### src/rtl/matrix_pkg.sv
// Shared definitions for the dot-matrix column driver and its loader.
// Exports: column geometry, write-interface field widths, loader FSM states.
package matrix_pkg;

    localparam int COLS     = 32;
    localparam int COL_ID_W = 5;
    localparam int ROW_W    = 16;

    typedef logic [COL_ID_W-1:0] col_id_t;
    typedef logic [ROW_W-1:0]    row_t;

    typedef enum logic [1:0] {
        IDLE,
        SETUP,
        STROBE,
        HOLD
    } ld_state_e;

endpackage

### src/rtl/scroll_tick_gen.sv
// Scroll prescaler: emits a one-cycle tick every SCROLL_DIV enabled cycles.
// Ports: CLK, RESET (async, active high), scroll_en (clears count when low), tick.
module scroll_tick_gen #(
    parameter int SCROLL_DIV = 2500000
) (
    input  logic CLK,
    input  logic RESET,
    input  logic scroll_en,
    output logic tick
);

    localparam int CW = (SCROLL_DIV > 1) ? $clog2(SCROLL_DIV) : 1;
    localparam logic [CW-1:0] LAST = CW'(SCROLL_DIV - 1);

    logic [CW-1:0] cnt_q;
    logic [CW-1:0] cnt_d;

    always_comb begin
        cnt_d = cnt_q;
        tick  = 1'b0;
        if (!scroll_en) begin
            cnt_d = '0;
        end else if (cnt_q == LAST) begin
            cnt_d = '0;
            tick  = 1'b1;
        end else begin
            cnt_d = cnt_q + CW'(1);
        end
    end

    always_ff @(posedge CLK or posedge RESET) begin
        if (RESET) begin
            cnt_q <= '0;
        end else begin
            cnt_q <= cnt_d;
        end
    end

endmodule

### src/rtl/column_stream_loader.sv
// Streams a 32-column window of a scrolling message buffer into the column driver.
// Ports: CLK/RESET, buffer write port (wr_*), start, scroll_en,
//        driver interface (column_id, in_column, LOAD), busy, offset.
module column_stream_loader
    import matrix_pkg::*;
#(
    parameter int MSG_LEN    = 64,
    parameter int SCROLL_DIV = 2500000,
    parameter int SETUP_CYC  = 2,
    parameter int STROBE_CYC = 2,
    localparam int AW        = $clog2(MSG_LEN)
) (
    input  logic                CLK,
    input  logic                RESET,
    input  logic                wr_en,
    input  logic [AW-1:0]       wr_addr,
    input  logic [ROW_W-1:0]    wr_data,
    input  logic                start,
    input  logic                scroll_en,
    output logic [COL_ID_W-1:0] column_id,
    output logic [ROW_W-1:0]    in_column,
    output logic                LOAD,
    output logic                busy,
    output logic [AW-1:0]       offset
);

    localparam int CMAX  = (SETUP_CYC > STROBE_CYC) ? SETUP_CYC : STROBE_CYC;
    localparam int CNT_W = $clog2(CMAX + 1);
    localparam logic [CNT_W-1:0] SETUP_LAST  = CNT_W'(SETUP_CYC - 1);
    localparam logic [CNT_W-1:0] STROBE_LAST = CNT_W'(STROBE_CYC - 1);
    localparam col_id_t          K_LAST      = COL_ID_W'(COLS - 1);

    ld_state_e  state_q, state_d;
    col_id_t    k_q, k_d;
    logic [CNT_W-1:0] cnt_q, cnt_d;
    logic [AW-1:0] offset_q, offset_d;
    logic       busy_q, busy_d;
    logic       load_q, load_d;
    col_id_t    col_id_q, col_id_d;
    row_t       col_q, col_d;
    logic       pend_scroll_q, pend_scroll_d;
    logic       pend_refresh_q, pend_refresh_d;
    row_t       msg_q [MSG_LEN];
    row_t       msg_d [MSG_LEN];
    logic       consume;
    logic       fetch;
    logic       tick;

    scroll_tick_gen #(
        .SCROLL_DIV(SCROLL_DIV)
    ) u_tick (
        .CLK      (CLK),
        .RESET    (RESET),
        .scroll_en(scroll_en),
        .tick     (tick)
    );

    // Fetch reads the pre-write buffer, so a same-cycle write is not seen.
    always_comb begin
        msg_d = msg_q;
        if (wr_en) begin
            msg_d[wr_addr] = wr_data;
        end
    end

    always_comb begin
        state_d  = state_q;
        k_d      = k_q;
        cnt_d    = cnt_q;
        offset_d = offset_q;
        busy_d   = busy_q;
        load_d   = 1'b0;
        col_id_d = col_id_q;
        col_d    = col_q;
        consume  = 1'b0;
        fetch    = 1'b0;
        unique case (state_q)
            IDLE: begin
                if (pend_scroll_q || pend_refresh_q) begin
                    consume = 1'b1;
                    if (pend_scroll_q) begin
                        offset_d = offset_q + AW'(1);
                    end
                    k_d     = '0;
                    cnt_d   = '0;
                    busy_d  = 1'b1;
                    fetch   = 1'b1;
                    state_d = SETUP;
                end
            end
            SETUP: begin
                if (cnt_q == SETUP_LAST) begin
                    cnt_d   = '0;
                    load_d  = 1'b1;
                    state_d = STROBE;
                end else begin
                    cnt_d = cnt_q + CNT_W'(1);
                end
            end
            STROBE: begin
                if (cnt_q == STROBE_LAST) begin
                    cnt_d   = '0;
                    state_d = HOLD;
                end else begin
                    cnt_d  = cnt_q + CNT_W'(1);
                    load_d = 1'b1;
                end
            end
            HOLD: begin
                if (k_q == K_LAST) begin
                    busy_d  = 1'b0;
                    state_d = IDLE;
                end else begin
                    k_d     = k_q + COL_ID_W'(1);
                    fetch   = 1'b1;
                    state_d = SETUP;
                end
            end
            default: begin
                state_d = IDLE;
            end
        endcase
        // Data is registered on SETUP entry so it is stable for all of SETUP.
        if (fetch) begin
            col_id_d = k_d;
            col_d    = msg_q[offset_d + AW'(k_d)];
        end
    end

    // Flags are sticky; repeated requests before consumption collapse.
    always_comb begin
        pend_scroll_d  = (consume ? 1'b0 : pend_scroll_q) | tick;
        pend_refresh_d = (consume ? 1'b0 : pend_refresh_q) | start;
    end

    always_ff @(posedge CLK or posedge RESET) begin
        if (RESET) begin
            state_q        <= IDLE;
            k_q            <= '0;
            cnt_q          <= '0;
            offset_q       <= '0;
            busy_q         <= 1'b0;
            load_q         <= 1'b0;
            col_id_q       <= '0;
            col_q          <= '0;
            pend_scroll_q  <= 1'b0;
            pend_refresh_q <= 1'b0;
            msg_q          <= '{default: '0};
        end else begin
            state_q        <= state_d;
            k_q            <= k_d;
            cnt_q          <= cnt_d;
            offset_q       <= offset_d;
            busy_q         <= busy_d;
            load_q         <= load_d;
            col_id_q       <= col_id_d;
            col_q          <= col_d;
            pend_scroll_q  <= pend_scroll_d;
            pend_refresh_q <= pend_refresh_d;
            msg_q          <= msg_d;
        end
    end

    assign column_id = col_id_q;
    assign in_column = col_q;
    assign LOAD      = load_q;
    assign busy      = busy_q;
    assign offset    = offset_q;

endmodule

### config.mk
export PLATFORM = sky130hd
export DESIGN_NAME = column_stream_loader
export DESIGN_NICKNAME = d
export VERILOG_FILES = /design/src/rtl/matrix_pkg.sv /design/src/rtl/scroll_tick_gen.sv /design/src/rtl/column_stream_loader.sv
export SDC_FILE = /design/constraint.sdc
export NUM_CORES = 2
export LEC_CHECK = 0
export BUFFER_PORTS_ARGS = -buffer_cell sky130_fd_sc_hd__buf_2
export CAP_MARGIN = 40
export CELL_PAD_IN_SITES_DETAIL_PLACEMENT = 0
export CELL_PAD_IN_SITES_GLOBAL_PLACEMENT = 2
export CORE_UTILIZATION = 47
export CTS_CLUSTER_SIZE = 28
export DETAILED_ROUTE_END_ITERATION = 8
export PLACE_DENSITY_LB_ADDON = 0.1
export SLEW_MARGIN = 30
export SYNTH_ARGS = -nofsm -noshare
export SYNTH_HDL_FRONTEND = slang
export SYNTH_SLANG_ARGS = --single-unit
export TNS_END_PERCENT = 20
### constraint.sdc
create_clock -name CLK -period 43.8 [get_ports CLK]
set_input_delay 2.19 -clock CLK [delete_from_list [all_inputs] [get_ports CLK]]
set_output_delay 2.19 -clock CLK [all_outputs]
set_load 0.01 [all_outputs]
; Yosys cells after proc, flatten, opt, wreduce, memory -nomap -nowiden
; Index checks and enable logic that the tools add are counted.
[classes]
n_lt_le_gt_ge = 3
bitwise = 4
add_sub_neg = 5
n_mux = 36
n_eq_ne = 10
n_reduce_logical = 9
[op_table]
columns = cell, n
row1 = $bwmux W1024, 1
row2 = $bmux W16 S6, 1
row3 = $demux W16 S6, 1
row4 = $mux W16, 3
row5 = $mux W22, 2
row6 = $add A22 B1 Y22 const B, 1
row7 = $eq A22 B22 Y1 const B, 1
row8 = $mux W6, 3
row9 = $ge A7 B7 Y1 const B, 2
row10 = $not A6 Y7, 2
row11 = $mux W1, 12
row12 = $mux W2, 5
row13 = $mux W5, 2
row14 = $pmux W5 S2, 1
row15 = $ne A2 B2 Y1 const B, 4
row16 = $pmux W2 S4, 1
row17 = $lt A7 B1 Y1 const B, 1
row18 = $add A6 B1 Y6 const B, 1
row19 = $add A6 B5 Y6, 1
row20 = $pmux W1 S2, 3
row21 = $reduce_and A3 Y1, 2
row22 = $add A5 B1 Y5 const B, 1
row23 = $eq A5 B5 Y1 const B, 1
row24 = $eq A2 B1 Y1 const B, 2
row25 = other kinds (10), 13
[totals]
regBits = 1086
inputBits = 27
output_inout_bits = 29
wordCells = 142

; Depth between registers and ports, before layout
[logic_depth]
word_depth = 9
mapped_depth = 16

; Hierarchy
; A second synthesis with hierarchy kept.
[hier_totals]
cells_unflattened = 3287
area_unflattened_um2 = 49891.6
[by_module_without_submodules]
columns = mod, area_per_inst_um2, n_inst, cells_per_inst, seq_area_each_um2
row1 = column_stream_loader, 48736.7, 1, 3160, 26625.5
row2 = scroll_tick_gen, 1154.9, 1, 127, 550.5

; Worst setup path after synthesis
; OpenSTA, ideal clock, no wires.
[synth_timing]
kind = reg-to-reg
from = reg state_q[0]
to = reg col_q[10] (netlist: in_column[10])
synth_period_minus_slack_ns = 3.929
arrival_ns = 3.798
path_stages_with_launch = 16
path_slack_ns = 39.871
setup_ns = 0.131
cell_sequence = dfrtp_1 > inv_1 > ha_1 > clkbuf_1 > nor2_1 > mux2_2 > a22o_1 > ha_1 > fa_1 > xnor2_2 > buf_6 > mux4_1 > mux2i_1 > o22ai_1 > o41ai_2 > a21oi_1
[synth_between]
elab_chain_len = 7
[synth_rtl]
columns = element, line
row1 = "start, declared", column_stream_loader.sv:33  ; ld_state_e state_q, state_d;
row2 = "start signal, assigned", column_stream_loader.sv:150  ; state_q <= state_d;
row3 = $eq A2 B2 Y1 or $logic_not A2 Y1 (tied branches), column_stream_loader.sv:77  ; unique case (state_q)
row4 = $pmux W5 S2 (*), column_stream_loader.sv:77
row5 = named net k_d[0], column_stream_loader.sv:34  ; col_id_t k_q, k_d;
row6 = $add A6 B5 Y6 (*), column_stream_loader.sv:126  ; col_d = msg_q[offset_d + AW'(k_d)];
row7 = $not A6 Y7 (implied by the code) (*), column_stream_loader.sv:126
row8 = $bmux W16 S6 (*), column_stream_loader.sv:126
row9 = $mux W16 (implied by the code) (*) (2 in series), column_stream_loader.sv:126
row10 = "end signal, assigned", column_stream_loader.sv:157  ; col_q <= col_d;
row11 = "end, declared", column_stream_loader.sv:40  ; row_t col_q, col_d;
; The timed path passes the listed nets; every way through them passes the cells marked *. The select of a mux whose other input is x is not followed.
; A chain may end at the register's enable or synchronous reset.

; Worst setup path in the final report
[layout_timing]
from = reg k_q[1]
to = reg col_q[15] (netlist: in_column[15])
[layout_between]
elab_chain_len = 8
[layout_rtl]
columns = element, line
row1 = "start, declared", column_stream_loader.sv:34
row2 = "start signal, assigned", column_stream_loader.sv:151  ; k_q <= k_d;
row3 = $eq A5 B5 Y1, column_stream_loader.sv:110  ; if (k_q == K_LAST) begin
row4 = $mux W5, column_stream_loader.sv:110
row5 = $pmux W5 S2, column_stream_loader.sv:77
row6 = named net k_d[0], column_stream_loader.sv:34
row7 = $add A6 B5 Y6, column_stream_loader.sv:126
row8 = $not A6 Y7 (implied by the code), column_stream_loader.sv:126
row9 = $bmux W16 S6, column_stream_loader.sv:126
row10 = $mux W16 (implied by the code) (2 in series), column_stream_loader.sv:126
; The timed path passes the listed nets, and every way through them passes these cells. The select of a mux whose other input is x is not followed.

==> flow_summary.json <==
{
  "cts.clk_slew.worst_paths_ns": 0.06,
  "clock.fmax_mhz": 168,
  "worstHoldPathType": "flop to flop",
  "floorplan.die.width_microns": 329,
  "synth-seq-cells": 1086,
  "synthToLayoutAreaGrowth_pct": 12.6,
  "report.final.hold_viol_count": 0,
  "share_of_the_yosys_chip_area_belonging_to_registers_pct": 54.2,
  "share_of_total_power_in_combinational_logic_pct": 25.5,
  "io_buffers": 55,
  "status": "finished with violations",
  "overflow": 0,
  "synth.net_count": 3428,
  "cts.sinks": 1086,
  "yosysTopAreaCell": "dfrtp_1",
  "cp.arrival_ns": 6.53,
  "starting_density_pct": 47.5,
  "critPathMaxFanout": 49,
  "setup_tns_final_ns": 0,
  "cellPowerDensity_mw_per_mm2": 53.7,
  "timing.critical_path.to_type": "flop",
  "route.detailed.drc": 24,
  "cts_tree": "done",
  "routed_wire_length_per_instance_microns": 30.0,
  "final_critical_delay_including_setup_and_external_delays_ns": 5.95,
  "post_cts_buffers": 0,
  "finish.utilization_pct": 53.5,
  "ctsHoldBuffers": 0,
  "layout.cell_area.non_filler_sq_mm": 0.0565,
  "core_sq_mm": 0.106,
  "number_of_enable_flip_flop_cells_after_synthesis": 0,
  "leakagePower_nw": 25.7,
  "wirelength_mm": 146,
  "ant_nets": 0,
  "drv_cap": 0,
  "place_hpwl_mm": 90.4,
  "post_synth_instance_area_sq_mm": 0.0502,
  "synth-warning-count": 0,
  "global_route.usage.total_pct": 27.9,
  "synthesis.area_per_instance_sq_um": 14.8,
  "dpl-instance-area_sq_mm": 0.0522,
  "dpl_worst_slack_ns": 37.82,
  "synth_async_sr_flop_share_pct": 100,
  "failing_checks": "design-rule violations",
  "nNetsFinal": 3404,
  "layout-drive-gt1-share_pct": 48.7,
  "clock_latency_reported_for_the_late_side_of_the_worst_skew_pair_ns": 0.72,
  "cts_made_buffers": 117,
  "route.vias.total": 29757,
  "post_cts_resized": 0,
  "drt_pre_antenna_iters": 7,
  "die_height_microns": 329,
  "rows": 119,
  "number_of_global_route_vias_before_repair": 32331,
  "synthCells": 3388,
  "finalWeightedCongestion": 0.809,
  "timing.slew.headroom_pct": 41.2,
  "depth_of_the_cts_h_tree": 3,
  "leading_post_synthesis_cells_by_cell_area": "dfrtp_1, mux2_2, mux4_2, nand3_1, clkbuf_1",
  "grt_pass1_wl_mm": 222,
  "synth_flop_cell": "dfrtp_1",
  "post-synth-top-area-fraction_pct": 54.2,
  "final.setup.worst_slack_ns": 37.85,
  "worstPathRequired_ns": 44.38,
  "max-vdd-ir-drop_mv": 0.0590,
  "report.final.setup_viol": 0,
  "ctsRootBufferMaster": "clkbuf_16",
  "cellInternalPower_mw": 2.15,
  "detail_route.vias_per_cell": 6.13,
  "pin_count": 56,
  "skew_ns": 0.0203,
  "final-max-slew-violation-count": 0,
  "min_period_over_period_pct": 13.6,
  "grt_start_max_net_pins": 146,
  "tightest_slew_ns": 0.882,
  "swShare_pct": 29.1,
  "synth_cell_type_count": 65,
  "timing.critical_path.from_type": "flop",
  "setup_repair_after_global_routing_missed_its_margin": "no",
  "clock_tree.buffer_depth": 3,
  "antenna_found_initial": 11,
  "power_spent_charging_and_discharging_nets_uw": 883,
  "die_area_sq_mm": 0.108,
  "seqPwrFrac_pct": 40.4,
  "fin_worst_hold_slack_ns": 0.487,
  "clock_power_share_pct": 34.0,
  "drtIter0Drc": 1778,
  "crit_path_kind": "flop to flop"
}
-- flip-flops by register name, summed over array words and instances (netlist names) --
register	count
column_id	5
busy	1
pend_refresh_q	1
msg_q	1024
u_tick.cnt_q	22
k_q	5
in_column	16
offset	6
cnt_q	2
pend_scroll_q	1
LOAD	1
state_q	2
-- critical path, stage by stage (launching register included) --
cell and delay, ns:
dfrtp_1 0.40, ha_1 0.24, and4_1 0.35, nor2_1 0.10, mux2_2 0.27, a22o_1 0.24, ha_4 0.19, fa_4 1.15
buf_4 0.75, buf_4 0.71, mux4_2 0.59, mux2i_1 0.15, o22ai_1 0.20, nor4_1 0.34, a211oi_1 0.07
-- area by class of cell --
cell class | count | area (sq um)
clock inverters | 35 | 488
multi-input cells | 1979 | 21800
well taps | 1391 | 1740
diodes | 5 | 12.5
fillers | 8589 | 49100
clock buffers | 181 | 3580
repair buffers | 173 | 1680
flip-flops and latches | 1086 | 27200
inverters | 7 | 33.8
-- per-stage QoR --
stage / total power [mW] / instances
detailed placement: 2.03 / 4627
floorplan: 1.79 / 3388
global route: 3.17 / 4852
finish: 3.04 / 4857
global placement: 1.99 / 4588
CTS: 3.07 / 4843
-- layout by cell type (no fill, tap or decap), types with 13 or more instances in the layout --
cell and instances:
buf_2 55, nor2_1 59, o41ai_2 15, clkbuf_16 117, mux2_1 40, or2_2 19, mux2_2 992, o22ai_1 17
o21ai_0 102, mux4_1 13, mux4_2 243, mux2i_1 33, clkinv_2 18, nand4_1 26, clkbuf_8 41, nand3_1 176
nand2_1 44, dfrtp_1 1086, nor2_4 14, a21oi_1 50, xor2_1 14, buf_4 67, buf_8 15, buf_6 15
clkbuf_1 23
-- power groups by stage --
| stage | logic (mW) | registers [mW] | clock network (mW) |
|---|---|---|---|
| finish | 0.775 | 1.23 | 1.03 |
| floorplan | 0.580 | 1.21 | 0 |
| global route | 0.835 | 1.24 | 1.09 |
| CTS | 0.788 | 1.23 | 1.05 |
| global placement | 0.757 | 1.23 | 0 |
| detailed placement | 0.786 | 1.24 | 0 |
-- worst paths after layout --
path / startpoint / endpoint / slack (ns) / depth (start not counted)
max: k_q[1] / in_column[15] / 37.85 / 14
min: msg_q[553] / msg_q[553] / 0.49 / 1
max reg2reg: k_q[1] / in_column[15] / 37.85 / 14
min reg2reg: msg_q[553] / msg_q[553] / 0.49 / 1
max in group asynchronous: RESET / msg_q[282] / 39.62 / 7
min in group asynchronous: RESET / msg_q[592] / 1.45 / 2
-- synth_stat cells, drive strengths merged, types with 15 or more instances --
cell,count
dfrtp,1086
mux2,1032
mux4,256
clkbuf,200
nand3,176
buf,116
o21ai,105
nor2,80
nand2,54
a21oi,52
mux2i,33
nand4,26
or2,20
o22ai,18
o41ai,15
-- cell families after synthesis --
logic type	count (synthesis)	share of synthesized area (%)
xor+xnor	26	0.469
mux	1321	35.4
fa+ha+maj	13	0.339
compound gates	214	2.73
flops	1086	54.2
simple gates	405	4.14
buf+inv	323	2.72
-- metal layers --
| layer | GRT usage, % | up-vias | wire length (microns) |
|---|---|---|---|
| li1 | - | 12518 | - |
| met1 | 37.4 | 16429 | 62200 |
| met2 | 47.4 | 590 | 73300 |
| met3 | 3.97 | 214 | 6060 |
| met4 | 7.80 | 6 | 4310 |
| met5 | 0 | - | 34 |
Note: power is estimated with default switching activity, not from simulation.
